===== config.mk =====
export PLATFORM = sky130hd
export DESIGN_NAME = dmem_dbg_master
export DESIGN_NICKNAME = d
export VERILOG_FILES = /design/src/rtl/dmem_dbg_pkg.sv /design/src/rtl/dmem_dbg_rdfifo.sv /design/src/rtl/dmem_dbg_master.sv
export SDC_FILE = /design/constraint.sdc
export NUM_CORES = 1
export LEC_CHECK = 0
export BUFFER_PORTS_ARGS = -buffer_cell sky130_fd_sc_hd__buf_2
export CAP_MARGIN = 30
export CORE_MARGIN = 2
export CORE_UTILIZATION = 50
export CTS_CLUSTER_SIZE = 40
export DETAILED_ROUTE_END_ITERATION = 6
export GPL_ROUTABILITY_DRIVEN = 0
export GPL_TIMING_DRIVEN = 0
export PLACE_DENSITY = 0.79
export SETUP_SLACK_MARGIN = 0.15
export SYNTH_ARGS = -nofsm -noshare
export SYNTH_HDL_FRONTEND = slang
export SYNTH_SLANG_ARGS = --single-unit

===== constraint.sdc =====
create_clock -name clk -period 3.1 [get_ports clk]
set_input_delay 0.155 -clock clk [delete_from_list [all_inputs] [get_ports clk]]
set_output_delay 0.155 -clock clk [all_outputs]
set_load 0.005 [all_outputs]

===== src/rtl/dmem_dbg_pkg.sv =====
// Shared types and constants for the debug/DMA memory initiator.
// One state encoding and the read-FIFO geometry used by both modules.
package dmem_dbg_pkg;

    typedef enum logic [1:0] {
        ST_IDLE  = 2'd0,
        ST_WRITE = 2'd1,
        ST_READ  = 2'd2,
        ST_DONE  = 2'd3
    } state_t;

    localparam int FIFO_DEPTH = 2;
    localparam int FIFO_CNT_W = 2;

endpackage


===== src/rtl/dmem_dbg_rdfifo.sv =====
// Two-entry read-data FIFO between memory port B and the rd valid/ready output.
// Push and pop may occur in the same cycle; the caller never pushes when full.
module dmem_dbg_rdfifo
    import dmem_dbg_pkg::*;
#(
    parameter int DATA_WIDTH = 32
) (
    input  logic                  clk,
    input  logic                  rst_n,
    input  logic                  push,
    input  logic [DATA_WIDTH-1:0] push_data,
    input  logic                  pop,
    output logic [DATA_WIDTH-1:0] head,
    output logic [FIFO_CNT_W-1:0] count
);

    logic [DATA_WIDTH-1:0] entry_q [FIFO_DEPTH];
    logic                  wr_ptr;
    logic                  rd_ptr;

    always_ff @(posedge clk or negedge rst_n) begin
        if (!rst_n) begin
            wr_ptr <= 1'b0;
            rd_ptr <= 1'b0;
            count  <= '0;
            for (int i = 0; i < FIFO_DEPTH; i++) begin
                entry_q[i] <= '0;
            end
        end else begin
            if (push) begin
                entry_q[wr_ptr] <= push_data;
                wr_ptr          <= ~wr_ptr;
            end
            if (pop) begin
                rd_ptr <= ~rd_ptr;
            end
            case ({push, pop})
                2'b10:   count <= count + 1'b1;
                2'b01:   count <= count - 1'b1;
                default: count <= count;
            endcase
        end
    end

    assign head = entry_q[rd_ptr];

endmodule


===== src/rtl/dmem_dbg_master.sv =====
// Debug/DMA block-transfer initiator on port B of the dual-port data memory.
// Handshakes: a transfer happens on every rising edge where valid && ready; valid never waits on ready.
module dmem_dbg_master
    import dmem_dbg_pkg::*;
#(
    parameter int ADDR_WIDTH = 10,
    parameter int DATA_WIDTH = 32,
    parameter int LEN_WIDTH  = ADDR_WIDTH + 1
) (
    input  logic                    clk,
    input  logic                    rst_n,
    input  logic                    cmd_valid,
    output logic                    cmd_ready,
    input  logic                    cmd_write,
    input  logic [ADDR_WIDTH-1:0]   cmd_addr,
    input  logic [LEN_WIDTH-1:0]    cmd_len,
    input  logic                    wr_valid,
    output logic                    wr_ready,
    input  logic [DATA_WIDTH-1:0]   wr_data,
    input  logic [DATA_WIDTH/8-1:0] wr_strb,
    output logic                    rd_valid,
    input  logic                    rd_ready,
    output logic [DATA_WIDTH-1:0]   rd_data,
    output logic                    busy,
    output logic                    done,
    output logic                    mem_en,
    output logic                    mem_we,
    output logic [DATA_WIDTH/8-1:0] mem_wstrb,
    output logic [ADDR_WIDTH-1:0]   mem_addr,
    output logic [DATA_WIDTH-1:0]   mem_din,
    input  logic [DATA_WIDTH-1:0]   mem_dout,
    output logic [1:0]              dbg_state
);

    state_t                state, state_nxt;
    logic [ADDR_WIDTH-1:0] cur_addr;
    logic [LEN_WIDTH-1:0]  remaining;
    logic                  inflight;

    logic                  accept;
    logic                  wr_beat;
    logic                  issue;
    logic                  fifo_pop;
    logic [DATA_WIDTH-1:0] fifo_head;
    logic [FIFO_CNT_W-1:0] fifo_count;
    logic [FIFO_CNT_W-1:0] occupancy;

    assign accept   = (state == ST_IDLE) && cmd_valid;
    assign wr_beat  = (state == ST_WRITE) && (remaining != '0) && wr_valid;
    assign fifo_pop = (fifo_count != '0) && rd_ready;

    // Slots already claimed once this cycle's pop retires; lets a pop free room for a same-cycle issue.
    assign occupancy = fifo_count + {1'b0, inflight} - {1'b0, fifo_pop};
    assign issue     = (state == ST_READ) && (remaining != '0)
                       && (occupancy < FIFO_CNT_W'(FIFO_DEPTH));

    always_ff @(posedge clk or negedge rst_n) begin
        if (!rst_n) begin
            state <= ST_IDLE;
        end else begin
            state <= state_nxt;
        end
    end

    always_comb begin
        state_nxt = state;
        case (state)
            ST_IDLE: begin
                if (cmd_valid) begin
                    if (cmd_len == '0)  state_nxt = ST_DONE;
                    else if (cmd_write) state_nxt = ST_WRITE;
                    else                state_nxt = ST_READ;
                end
            end
            ST_WRITE: begin
                if (remaining == '0 || (wr_beat && remaining == LEN_WIDTH'(1))) begin
                    state_nxt = ST_DONE;
                end
            end
            ST_READ: begin
                if (remaining == '0 && !inflight
                    && (fifo_count == '0 || (fifo_count == FIFO_CNT_W'(1) && fifo_pop))) begin
                    state_nxt = ST_DONE;
                end
            end
            default: state_nxt = ST_IDLE;
        endcase
    end

    always_comb begin
        cmd_ready = rst_n && (state == ST_IDLE);
        busy      = rst_n && ((state != ST_IDLE) || cmd_valid);
        done      = (state == ST_DONE);
        wr_ready  = (state == ST_WRITE) && (remaining != '0);
        mem_en    = wr_beat || issue;
        mem_we    = wr_beat;
        mem_wstrb = wr_beat ? wr_strb : '0;
        mem_addr  = (wr_beat || issue) ? cur_addr : '0;
        mem_din   = wr_beat ? wr_data : '0;
        rd_valid  = (fifo_count != '0);
        rd_data   = (fifo_count != '0) ? fifo_head : '0;
        dbg_state = state;
    end

    always_ff @(posedge clk or negedge rst_n) begin
        if (!rst_n) begin
            cur_addr  <= '0;
            remaining <= '0;
            inflight  <= 1'b0;
        end else begin
            inflight <= issue;
            if (accept) begin
                cur_addr  <= cmd_addr;
                remaining <= cmd_len;
            end else if (wr_beat || issue) begin
                cur_addr  <= cur_addr + 1'b1;
                remaining <= remaining - 1'b1;
            end
        end
    end

    // Memory returns read data one cycle after issue; capture it then.
    dmem_dbg_rdfifo #(
        .DATA_WIDTH(DATA_WIDTH)
    ) u_rdfifo (
        .clk       (clk),
        .rst_n     (rst_n),
        .push      (inflight),
        .push_data (mem_dout),
        .pop       (fifo_pop),
        .head      (fifo_head),
        .count     (fifo_count)
    );

endmodule

==> results of run 1 <==
[metrics by stage]
stage | setup TNS [ps] | hold slack [ps] | utilization [%] | setup slack (ps)
2_1_floorplan | 0 | -141 | - | 527
3_3_place_gp | -1080 | 384 | 62.5 | -154
3_5_place_dp | -1240 | 163 | 62.8 | -150
4_1_cts | 0 | 5.00 | 65.0 | 140
5_1_grt | 0 | 24.4 | 65.5 | 114
6_report | 0 | 26.6 | 65.5 | 278
[power by group through the flow]
stage / Clock [mW] / Combinational, mW / Sequential (mW)
detailed placement: 0 / 3.08 / 2.25
finish: 0.736 / 3.16 / 2.23
CTS: 0.755 / 3.13 / 2.22
floorplan: 0 / 2.05 / 2.14
global placement: 0 / 2.95 / 2.20
global route: 0.808 / 3.50 / 2.31
[cells by family (layout without fill, tap and decap cells)]
logic type / after synthesis / count (layout)
xor gates and xnor gates: 5 / 5
buffers and inverters: 41 / 245
DFF: 92 / 92
and+or+nand+nor: 179 / 179
muxes: 99 / 99
AOI/OAI and AO/OA: 48 / 48
adders and majority gates: 12 / 12
[worst reg2reg max path, delay by kind of cell (launching register included)]
family / cells / cell delay (ps)
AOI/OAI and AO/OA: 2 / 320
xor gates and xnor gates: 1 / 190
adders and majority gates: 2 / 330
buffers and inverters: 5 / 810
DFF: 1 / 390
and+or+nand+nor: 3 / 590
[synthesized netlist by cell type (2+ instances only)]
cell type  count  share of area [%]
o21ai_0        9               0.90
mux2_2        66                 15
nand2_1       21                1.6
o31ai_1        6               0.90
buf_1          3               0.22
o311ai_0       2               0.35
a21oi_1        5               0.50
nand4b_1       2               0.35
nand2b_1       2               0.25
nor4_1         2               0.25
or4_1         10                1.5
inv_1         11               0.82
xor2_1         3               0.52
mux2i_1       33                6.6
xnor2_1        2               0.35
a31oi_1       15                1.9
or3_1          8                1.0
and2_1        42                5.2
o211ai_1       5               0.75
dfrtp_1       92                 46
nor2_1        53                4.0
clkbuf_1      25                1.9
a21boi_0       2               0.30
nand4_1        2               0.25
nor4_4         2               0.85
buf_2          2               0.20
and3_1        16                2.0
ha_1          12                3.0
nand3_1       13                1.3
nor3_1         2               0.20
nor2b_1        2               0.25
[final cells by class]
cell class / instances / share of cell area [%]
multi-input cells: 343 / 40.3
plain buffers: 30 / 2.10
clock buffers: 10 / 2.00
flip-flops and latches: 92 / 36.1
well taps: 133 / 2.61
clock inverters: 6 / 0.746
repair buffers: 188 / 15.4
inverters: 11 / 0.648
[layer usage]
layer	track usage, %	vias to the layer above	share of wire, %
met2	39.8	163	49
met1	31.4	2123	44
met3	3.07	10	5.8
met5	0	-	0
met4	7.72	0	0.94
li1	-	2078	-
[state kept, by name, indices dropped and copies added, names as in the netlist]
signal / count
u_rdfifo.entry_q: 64
dbg_state: 2
u_rdfifo.rd_ptr: 1
inflight: 1
u_rdfifo.wr_ptr: 1
u_rdfifo.count: 2
cur_addr: 10
remaining: 11
[path summary, 6_finish.rpt]
kind / startpoint / to / slack, ps
setup / recovery: u_rdfifo.count[1] / mem_en / 280
hold / removal: cmd_addr[5] / cur_addr[5] / 30
setup reg to reg: u_rdfifo.count[1] / cur_addr[1] / 320
hold reg to reg: u_rdfifo.wr_ptr / u_rdfifo.wr_ptr / 510
max in group asynchronous: rst_n / u_rdfifo.count[0] / 2130
min in group asynchronous: rst_n / u_rdfifo.entry_q[2] / 320
[timing repair]
item / 4_1_cts / 5_1_grt
pin swaps: 1 / 4
gates resized for setup: 7 / 14
endpoints found under the hold margin: 38 / 0
hold buffers: 1 / 0
buffers inserted: 2 / 3
endpoints found under the setup margin: 22 / 21
==> reports/metrics.cfg, run 1 <==
[status]
status=completed

[cells_and_area]
area_growth_pct=27.2
diodes=0
final_cell_count_no_fill=813
num-fill-cells=777
multi_input_area_mm2=0.00257
drive_above_1_share_pct=41.0
final_cell_mix=buf_2, dfrtp_1, mux2_2
layout_commonest_cell=buf_2
final_cell_area_mm2=0.00637
seqCellArea_mm2=0.00230
fin_nets=782

[pwr]
vdd_ir_drop_max_uv=566
total_power_mw=6.13
power.density_mw_per_mm2=962
leakagePower_nw=3.17
switching_share_pct=39.6
power.internal_mw=3.70
seqPwrFrac_pct=36.4
switchingPower_mw=2.43
power_frac_clock_pct=12.0
comb_power_share_pct=51.6

[die]
die_w_um=104
die_y_um=104
io_pins=182
num_rows=36
initial_utilization_pct=51.5
design.core.area_mm2=0.00973
die-area_mm2=0.0108

[synthesis]
synth_compound_area_share_pct=6.27
yosys.area_share.simple_pct=19.3
yosys_most_used_dff=dfrtp_1
ys_ff_latch=92
synth_fp_nets=583
synth_top_family_by_area=multiplexers
synthAdderAreaFrac_pct=3.00
synth_enable_flop_cells=0
ys_seq_area_share_pct=46.0
yosys_warnings=0
synthMuxAreaShare_pct=21.4
avgSynthCellArea_um2=10.5
yosysUniqueCellTypes=37
async_flop_share_pct=100
synth_xor_area_share_pct=0.875
netlist_instances=476
synth_area_mm2=0.00501

[critical_path]
r2r_cells=13
crit_type=flop to primary output
slowest_stage=dfrtp_1
start_kind=flop
max_stage_delay_ps=390
path_delay_family=buffers and inverters
required_ps=2940
crit_fanout=10
crit_buf_inv=5
critPathCaptureType=primary output
cp.depth=12
path_cells=inv_1, ha_1, clkbuf_4, nor2b_4, ha_1, xor2_1, nand4b_1, and3_1, buf_2, buf_6, nor2_4, buf_2
crit_arrival_ps=2670

[route]
drt_iter0_drc=233
vias=4374
antenna_left=0
vias_per_cell=5.38
drt-total-wl_um=12900
drc=0
wire_per_inst_um=15.9
drt-pass1-iter-count=4

[sta]
tightest_slew_ps=772
skew_ps=10.9
finalHoldViolCount=0
setup_viol=0
period_share_pct=91.0
rsz0062_at_grt=false
fmax_ghz=0.354
slew_viol_final=0
relSlewSlack_pct=48.5
period_needed_ps=2820

[cts]
path_clk_slew_ps=90
clkLatencyLatePin_ps=360
cts_tree=yes
root_buffer=clkbuf_8
cts.sinks=92
cts_made_buffers=9
cts_buffer_depth=2
htreeDepth=3

[grt]
grt_antenna_before_repair=0
grt_pass1_vias=4375
grt_pass1_wl_um=21000
grt_util_all_layers_pct=23.5
grt_max_degree=57
grt_overflow=0

[place]
dp_hpwl_um=9580
placed_area_mm2=0.00611
dp.cells=791
port_buffers=181

[min_path]
hp-class=input pin to flop
holdPathStages=3

[flow_run]
max_cap_violations=0

No activity file was read; power rests on OpenSTA's default activity.
==> run 2: changes to the inputs <==
--- a/config.mk
+++ b/config.mk
@@ -5,15 +5,16 @@
 export SDC_FILE = /design/constraint.sdc
 export NUM_CORES = 1
 export LEC_CHECK = 0
+export ABC_AREA = 1
 export BUFFER_PORTS_ARGS = -buffer_cell sky130_fd_sc_hd__buf_2
-export CAP_MARGIN = 30
 export CORE_MARGIN = 2
-export CORE_UTILIZATION = 50
+export CORE_UTILIZATION = 52
+export CTS_BUF_LIST = sky130_fd_sc_hd__clkbuf_4 sky130_fd_sc_hd__clkbuf_8
 export CTS_CLUSTER_SIZE = 40
 export DETAILED_ROUTE_END_ITERATION = 6
 export GPL_ROUTABILITY_DRIVEN = 0
 export GPL_TIMING_DRIVEN = 0
-export PLACE_DENSITY = 0.79
+export PLACE_DENSITY = 0.8
 export SETUP_SLACK_MARGIN = 0.15
 export SYNTH_ARGS = -nofsm -noshare
 export SYNTH_HDL_FRONTEND = slang
==> run 2 against run 1 <==
Combinational power grew 10%. Maximum frequency grew 7.0%. Sequential power shrank 2%. Clock-buffer cell count is the same. Largest power group unchanged.
==> reports/metrics.cfg, run 2 <==
[status]
status=completed

[critical_path]
path_cells=inv_1, ha_1, inv_1, nand2_1, inv_1, ha_1, inv_1, nand2_1, nand2_1, o21ai_1, nand4_4, nand2_1, inv_2, nor2_1, buf_2
crit_fanout=10  ; unchanged
crit_buf_inv=6  ; +1
slowest_stage=dfrtp_1
path_delay_family=simple AND/OR/NAND/NOR gates
crit_arrival_ps=2480  ; -190 ps
critPathCaptureType=primary output
required_ps=2940  ; about the same
crit_type=flop to primary output
max_stage_delay_ps=390  ; about the same
start_kind=flop

[cts]
htreeDepth=3  ; unchanged
cts.sinks=92  ; unchanged
path_clk_slew_ps=100  ; about the same
clkLatencyLatePin_ps=360  ; about the same
cts_made_buffers=9  ; unchanged
root_buffer=clkbuf_8
post_cts_buffers=0  ; -2
cts_buffer_depth=2  ; unchanged
cts_tree=yes

[cells_and_area]
num-fill-cells=871  ; +12%
fin_nets=1057  ; +35%
final_cell_mix=nand2_1, buf_2, nor2_1
area_growth_pct=24.6
diodes=0  ; unchanged
layout_commonest_cell=nand2_1
largest_reg_flops=64  ; unchanged
drive_above_1_share_pct=23.9  ; -17 points
final_cell_count_no_fill=1087  ; +34%
top_register=u_rdfifo.entry_q
largestRegisters=u_rdfifo.entry_q (64), remaining (11), cur_addr (10)

[synthesis]
synth_fp_nets=863  ; +48%
synth_top_area_cell=dfrtp_1
ys_seq_area_share_pct=43.2  ; -2.8 points
synth_most_common_cell=nand2_1
yosysUniqueCellTypes=33  ; -11%
synth_top_area_share_pct=43.2  ; -2.8 points
synth_area_mm2=0.00533  ; +6.5%
yosys-top-cells-area=dfrtp_1, nand2_1, nor2_1, o21ai_0, inv_1
netlist_instances=756  ; +59%
synthTopCellsByCount=nand2_1, nor2_1, inv_1
yosys_warnings=0  ; unchanged
yosys_most_used_dff=dfrtp_1
async_flop_share_pct=100  ; unchanged
synth_enable_flop_cells=0  ; unchanged
avgSynthCellArea_um2=7.05  ; -33%
ys_ff_latch=92  ; unchanged

[sta]
finalHoldViolCount=0  ; unchanged
fmax_ghz=0.379  ; +7.0%
final.setup.tns_ps=0  ; unchanged
whs_ps=55.8  ; +29.2 ps
period_share_pct=85.1  ; -5.9 points
relSlewSlack_pct=55.9  ; +7.3 points
tightest_slew_ps=662  ; -110 ps
slew_viol_final=0  ; unchanged
rsz0062_at_grt=false
period_needed_ps=2640  ; -184 ps
skew_ps=12.0  ; +1.04 ps
setup_viol=0  ; unchanged
fin_ws_ps=462  ; +184 ps

[grt]
grtUsageMet3_pct=3.83  ; +0.76 points
grt_pass1_wl_um=22200  ; +5.6%
grt_use_met1_pct=34.5  ; +3.1 points
grt_antenna_before_repair=0  ; unchanged
grt_pass1_vias=4896  ; +12%
gr-max-usage-layer=met2
grt_util_all_layers_pct=24.3  ; +0.79 points
grt_overflow=0  ; unchanged
met2_usage_pct=39.4  ; -0.40 points
grt_max_degree=52  ; -8.8%

[route]
drc=0  ; unchanged
wire_per_inst_um=12.2  ; -23%
drt_iter0_drc=348  ; +49%
vias_per_cell=4.88  ; -9.3%
drt-pass1-iter-count=4  ; unchanged
drt-total-wl_um=13300  ; +2.9%
vias=5307  ; +21%
antenna_left=0  ; unchanged

[place]
port_buffers=181  ; unchanged
dp_hpwl_um=10000  ; +4.7%
dp.cells=1071  ; +35%
place_ws_ps=817  ; +967 ps

[min_path]
hp-class=input pin to flop

[pwr]
total_power_mw=6.49  ; +6.0%
power.density_mw_per_mm2=978  ; +1.6%
leakagePower_nw=3.88  ; +22%
vdd_ir_drop_max_uv=413  ; -27%

[flow_run]
max_cap_violations=0  ; unchanged

[die]
die_y_um=105  ; +1.1%
die-area_mm2=0.0111  ; +2.3%
design.core.area_mm2=0.00986  ; +1.4%
num_rows=36  ; unchanged
die_w_um=105  ; +1.1%
initial_utilization_pct=54.1  ; +2.6 points
io_pins=182  ; unchanged

## run 2: report_power, final
part	switching [mW]	leakage, nW	internal [mW]
clock network	0.423	0.0987	0.393
registers	0.396	1.14	1.79
logic	2.09	2.65	1.40
## run 2: metrics by stage
| step | area (um^2) | util, % |
|---|---|---|
| global placement | 6400 | 64.9 |
| global route | 6640 | 67.3 |
| CTS | 6640 | 67.3 |
| detailed placement | 6430 | 65.2 |
| finish | 6640 | 67.3 |
| floorplan | 5330 | - |
## run 2: timing repair
item / CTS / global route
gates resized for setup: 0 / 0
endpoints found under the setup margin: 0 / 2
hold endpoints to repair: 49 / 0
hold buffers: 1 / 0
## run 2: final timing paths
check                                           from              endpoint  depth (start not counted)  slack, ps
min in group asynchronous                      rst_n  u_rdfifo.entry_q[39]                          2        380
worst max register to register     u_rdfifo.count[0]          remaining[4]                         14        930
worst max-delay path               u_rdfifo.count[0]           mem_addr[4]                         15        460
worst min register to register  u_rdfifo.entry_q[35]  u_rdfifo.entry_q[35]                          2        490
max in group asynchronous                      rst_n  u_rdfifo.entry_q[51]                          3       2080
worst min-delay path                    mem_dout[30]  u_rdfifo.entry_q[30]                          3         60
## run 2: cells by family after synthesis
group	count (synthesis)	synth area share, %
simple gates	382	30.2
compound gates	117	11.2
xor+xnor	7	1.15
buf+inv	146	11.4
flops	92	43.2
fa+ha+maj	12	2.82
## run 2: metal layers
layer  up-vias  share of wire, %  wire [um]
li1       2725                 -          -
met1      2381                46       6160
met2       189                46       6170
met3        12               6.4        854
met4         0              0.94        125
met5         -                 0          0
## run 2: cell type report
type | instances | area (um^2) | share of cell area (%)
Multi-Input combinational cell | 518 | 2420 | 36.5
Sequential cell | 92 | 2300 | 34.7
Timing Repair Buffer | 183 | 946 | 14.2
Inverter | 107 | 402 | 6.05
Buffer | 39 | 206 | 3.11
Tap cell | 133 | 166 | 2.51
Clock buffer | 10 | 138 | 2.07
Clock inverter | 5 | 60.1 | 0.904
## run 2: worst reg2reg max path, cell delays in order, from the launching register on
cell     delay, ps
dfrtp_1        390
inv_1           70
ha_1           190
inv_1          170
nand2_1        130
inv_1          100
ha_1           170
inv_1           40
nand2_1         60
nand2_1         50
o21ai_1        120
nand4_4        200
buf_4          240
nand4_1         80
nand2_1         60
==> run 3: changes to the inputs <==
--- a/config.mk
+++ b/config.mk
@@ -10,7 +10,7 @@
 export CORE_MARGIN = 2
 export CORE_UTILIZATION = 52
 export CTS_BUF_LIST = sky130_fd_sc_hd__clkbuf_4 sky130_fd_sc_hd__clkbuf_8
-export CTS_CLUSTER_SIZE = 40
+export CTS_CLUSTER_SIZE = 8
 export DETAILED_ROUTE_END_ITERATION = 6
 export GPL_ROUTABILITY_DRIVEN = 0
 export GPL_TIMING_DRIVEN = 0
==> constraint.sdc (replaced) <==
create_clock -name clk -period 3.1 [get_ports clk]
set_input_delay 0.62 -clock clk [delete_from_list [all_inputs] [get_ports clk]]
set_output_delay 0.62 -clock clk [all_outputs]
set_load 0.005 [all_outputs]
==> run 3 against run 2 <==
Flip-flop and latch count is the same. Maximum frequency shrank 9.5%. Largest cell class unchanged. Core utilization grew 0.93 points. Cell count grew 0.64%. Die area is the same. Hold slack gained 240 ps. Critical path type unchanged. Sequential power is essentially flat. Clock-buffer cell count is the same. Sequential share of layout area shrank 0.47 points. Critical path depth is the same. Combinational power grew 5%. Setup slack lost 280 ps.
==> reports/metrics.cfg, run 3 (same netlist as run 2, synthesis figures left out) <==
[route]
wire_per_inst_um=12.5  ; +1.9%
vias=5410  ; +1.9%
vias_per_cell=4.95  ; +1.3%
drt-pass1-iter-count=5  ; +1
drc=0  ; unchanged
drt-total-wl_um=13600  ; +2.5%
drt_iter0_drc=332  ; -4.6%
antenna_left=0  ; unchanged

[pwr]
power.density_mw_per_mm2=991  ; +1.4%
total_power_mw=6.68  ; +2.8%
vdd_ir_drop_max_uv=450  ; +8.8%
power_frac_clock_pct=12.2  ; -0.4 points
power.internal_mw=3.68  ; +2.6%
leakagePower_nw=3.91  ; +0.67%
switchingPower_mw=2.99  ; +3.0%
comb_power_share_pct=55.0  ; +1.3 points
seqPwrFrac_pct=32.8  ; -0.9 points
switching_share_pct=44.8  ; +0.084 points

[cts]
path_clk_slew_ps=90  ; about the same
clkLatencyLatePin_ps=360  ; about the same
htreeDepth=3  ; unchanged
cts.sinks=92  ; unchanged
root_buffer=clkbuf_8
postCtsHoldBufs=0  ; -1
cts_tree=yes
cts_made_buffers=9  ; unchanged
cts_buffer_depth=2  ; unchanged

[cells_and_area]
fin_nets=1064  ; +0.66%
final_cell_area_mm2=0.00673  ; +1.4%
seqCellArea_mm2=0.00230  ; unchanged
final_cell_count_no_fill=1094  ; +0.64%
multi_input_area_mm2=0.00246  ; +1.6%
area_growth_pct=26.3
num-fill-cells=858  ; -1.5%
largest_reg_flops=64  ; unchanged
final_core_util_pct=68.3  ; +0.93 points
top_register=u_rdfifo.entry_q
diodes=0  ; unchanged
final_cell_mix=buf_2, nand2_1, nor2_1
drive_above_1_share_pct=25.6  ; +1.7 points
layout_commonest_cell=buf_2
largestRegisters=u_rdfifo.entry_q (64), remaining (11), cur_addr (10)

[place]
placed_area_mm2=0.00643  ; unchanged
place_ws_ps=352  ; -465 ps
port_buffers=181  ; unchanged
dp_hpwl_um=10000  ; unchanged
dp.cells=1071  ; unchanged

[sta]
slew_viol_final=0  ; unchanged
fmax_ghz=0.343  ; -9.5%
rsz0062_at_grt=false
skew_ps=12.5  ; +0.513 ps
tightest_slew_ps=654  ; -7.73 ps
relSlewSlack_pct=56.4  ; +0.51 points
finalHoldViolCount=0  ; unchanged
period_needed_ps=2910  ; +276 ps
setup_viol=0  ; unchanged
period_share_pct=94.0  ; +8.9 points
fin_ws_ps=186  ; -276 ps

[critical_path]
required_ps=2480  ; -460 ps
slowest_stage=dfrtp_1
crit_fanout=5  ; -5
crit_type=flop to primary output
critPathCaptureType=primary output
cpMostUsedCell=inv_2
path_cells=inv_2, ha_2, inv_2, nand2_2, inv_2, ha_4, inv_1, nand2_1, nand2_2, o21ai_4, nand4_4, nand2_4, clkinvlp_4, nor2_1, buf_2
max_stage_delay_ps=390  ; about the same
start_kind=flop
crit_arrival_ps=2290  ; -190 ps

[grt]
grt_pass1_vias=4894  ; -0.041%
grt_pass1_wl_um=22300  ; +0.13%
grt_util_all_layers_pct=24.4  ; +0.053 points
grt_antenna_before_repair=0  ; unchanged
grt_max_degree=52  ; unchanged
grt_overflow=0  ; unchanged

[die]
io_pins=182  ; unchanged
die-area_mm2=0.0111  ; unchanged
initial_utilization_pct=54.1  ; unchanged
design.core.area_mm2=0.00986  ; unchanged
die_w_um=105  ; unchanged
die_y_um=105  ; unchanged
num_rows=36  ; unchanged

[status]
status=completed

[min_path]
hp-class=input pin to asynchronous set/reset pin

[flow_run]
max_cap_violations=0  ; unchanged

run 3: metal layers:
metal / GRT usage, % / share of wire [%] / vias to the layer above / wire length (um)
met4: 5.62 / 0.92 / 0 / 125
li1: - / - / 2741 / -
met3: 3.83 / 6.3 / 13 / 855
met2: 39.5 / 47 / 195 / 6400
met1: 34.6 / 46 / 2461 / 6260
met5: 0 / 0 / - / 0
run 3: critical path: cells and delay by family, from the launching register on:
family | cells | cell delay, ps
fa+ha+maj | 2 | 300
buf+inv | 6 | 500
flops | 1 | 390
compound gates | 1 | 70
simple gates | 6 | 650
run 3: area by class of cell:
type / count / area share (%)
timing repair buffer: 189 / 14.7
inverter: 107 / 6.00
buffer: 39 / 3.07
timing repair inverter: 1 / 0.111
multi-input combinational: 518 / 36.5
clock inverter: 5 / 0.892
clock buffer: 10 / 2.04
tap: 133 / 2.47
sequential: 92 / 34.2
run 3: through the flow:
step	setup TNS, ps	hold slack, ps
finish	0	294
global route	0	323
CTS	0	301
detailed placement	0	468
global placement	-206	462
floorplan	0	324
run 3: worst paths after layout:
kind | start | endpoint | slack [ps] | cells past startpoint
max in group asynchronous | rst_n | u_rdfifo.entry_q[51] | 2160 | 2
worst min-delay path | rst_n | u_rdfifo.entry_q[9] | 290 | 1
min in group clk | u_rdfifo.entry_q[35] | u_rdfifo.entry_q[35] | 490 | 2
worst max register to register | u_rdfifo.count[1] | remaining[7] | 900 | 16
worst max-delay path | u_rdfifo.count[1] | mem_addr[3] | 190 | 15
worst min register to register | u_rdfifo.entry_q[35] | u_rdfifo.entry_q[35] | 490 | 2
run 3: power by group through the flow:
stage,clock network [mW],registers [mW],logic (mW)
2_1_floorplan,0,2.11,2.37
3_3_place_gp,0,2.18,3.42
3_5_place_dp,0,2.20,3.50
4_1_cts,0.824,2.18,3.55
6_report,0.815,2.19,3.67
5_1_grt,0.878,2.27,4.21
run 3: timing repair:
action / CTS / global route
setup buffers: 2 / 5
gates cloned: 0 / 1
resized for setup: 1 / 12
endpoints found under the setup margin: 11 / 10
pin swaps: 1 / 3
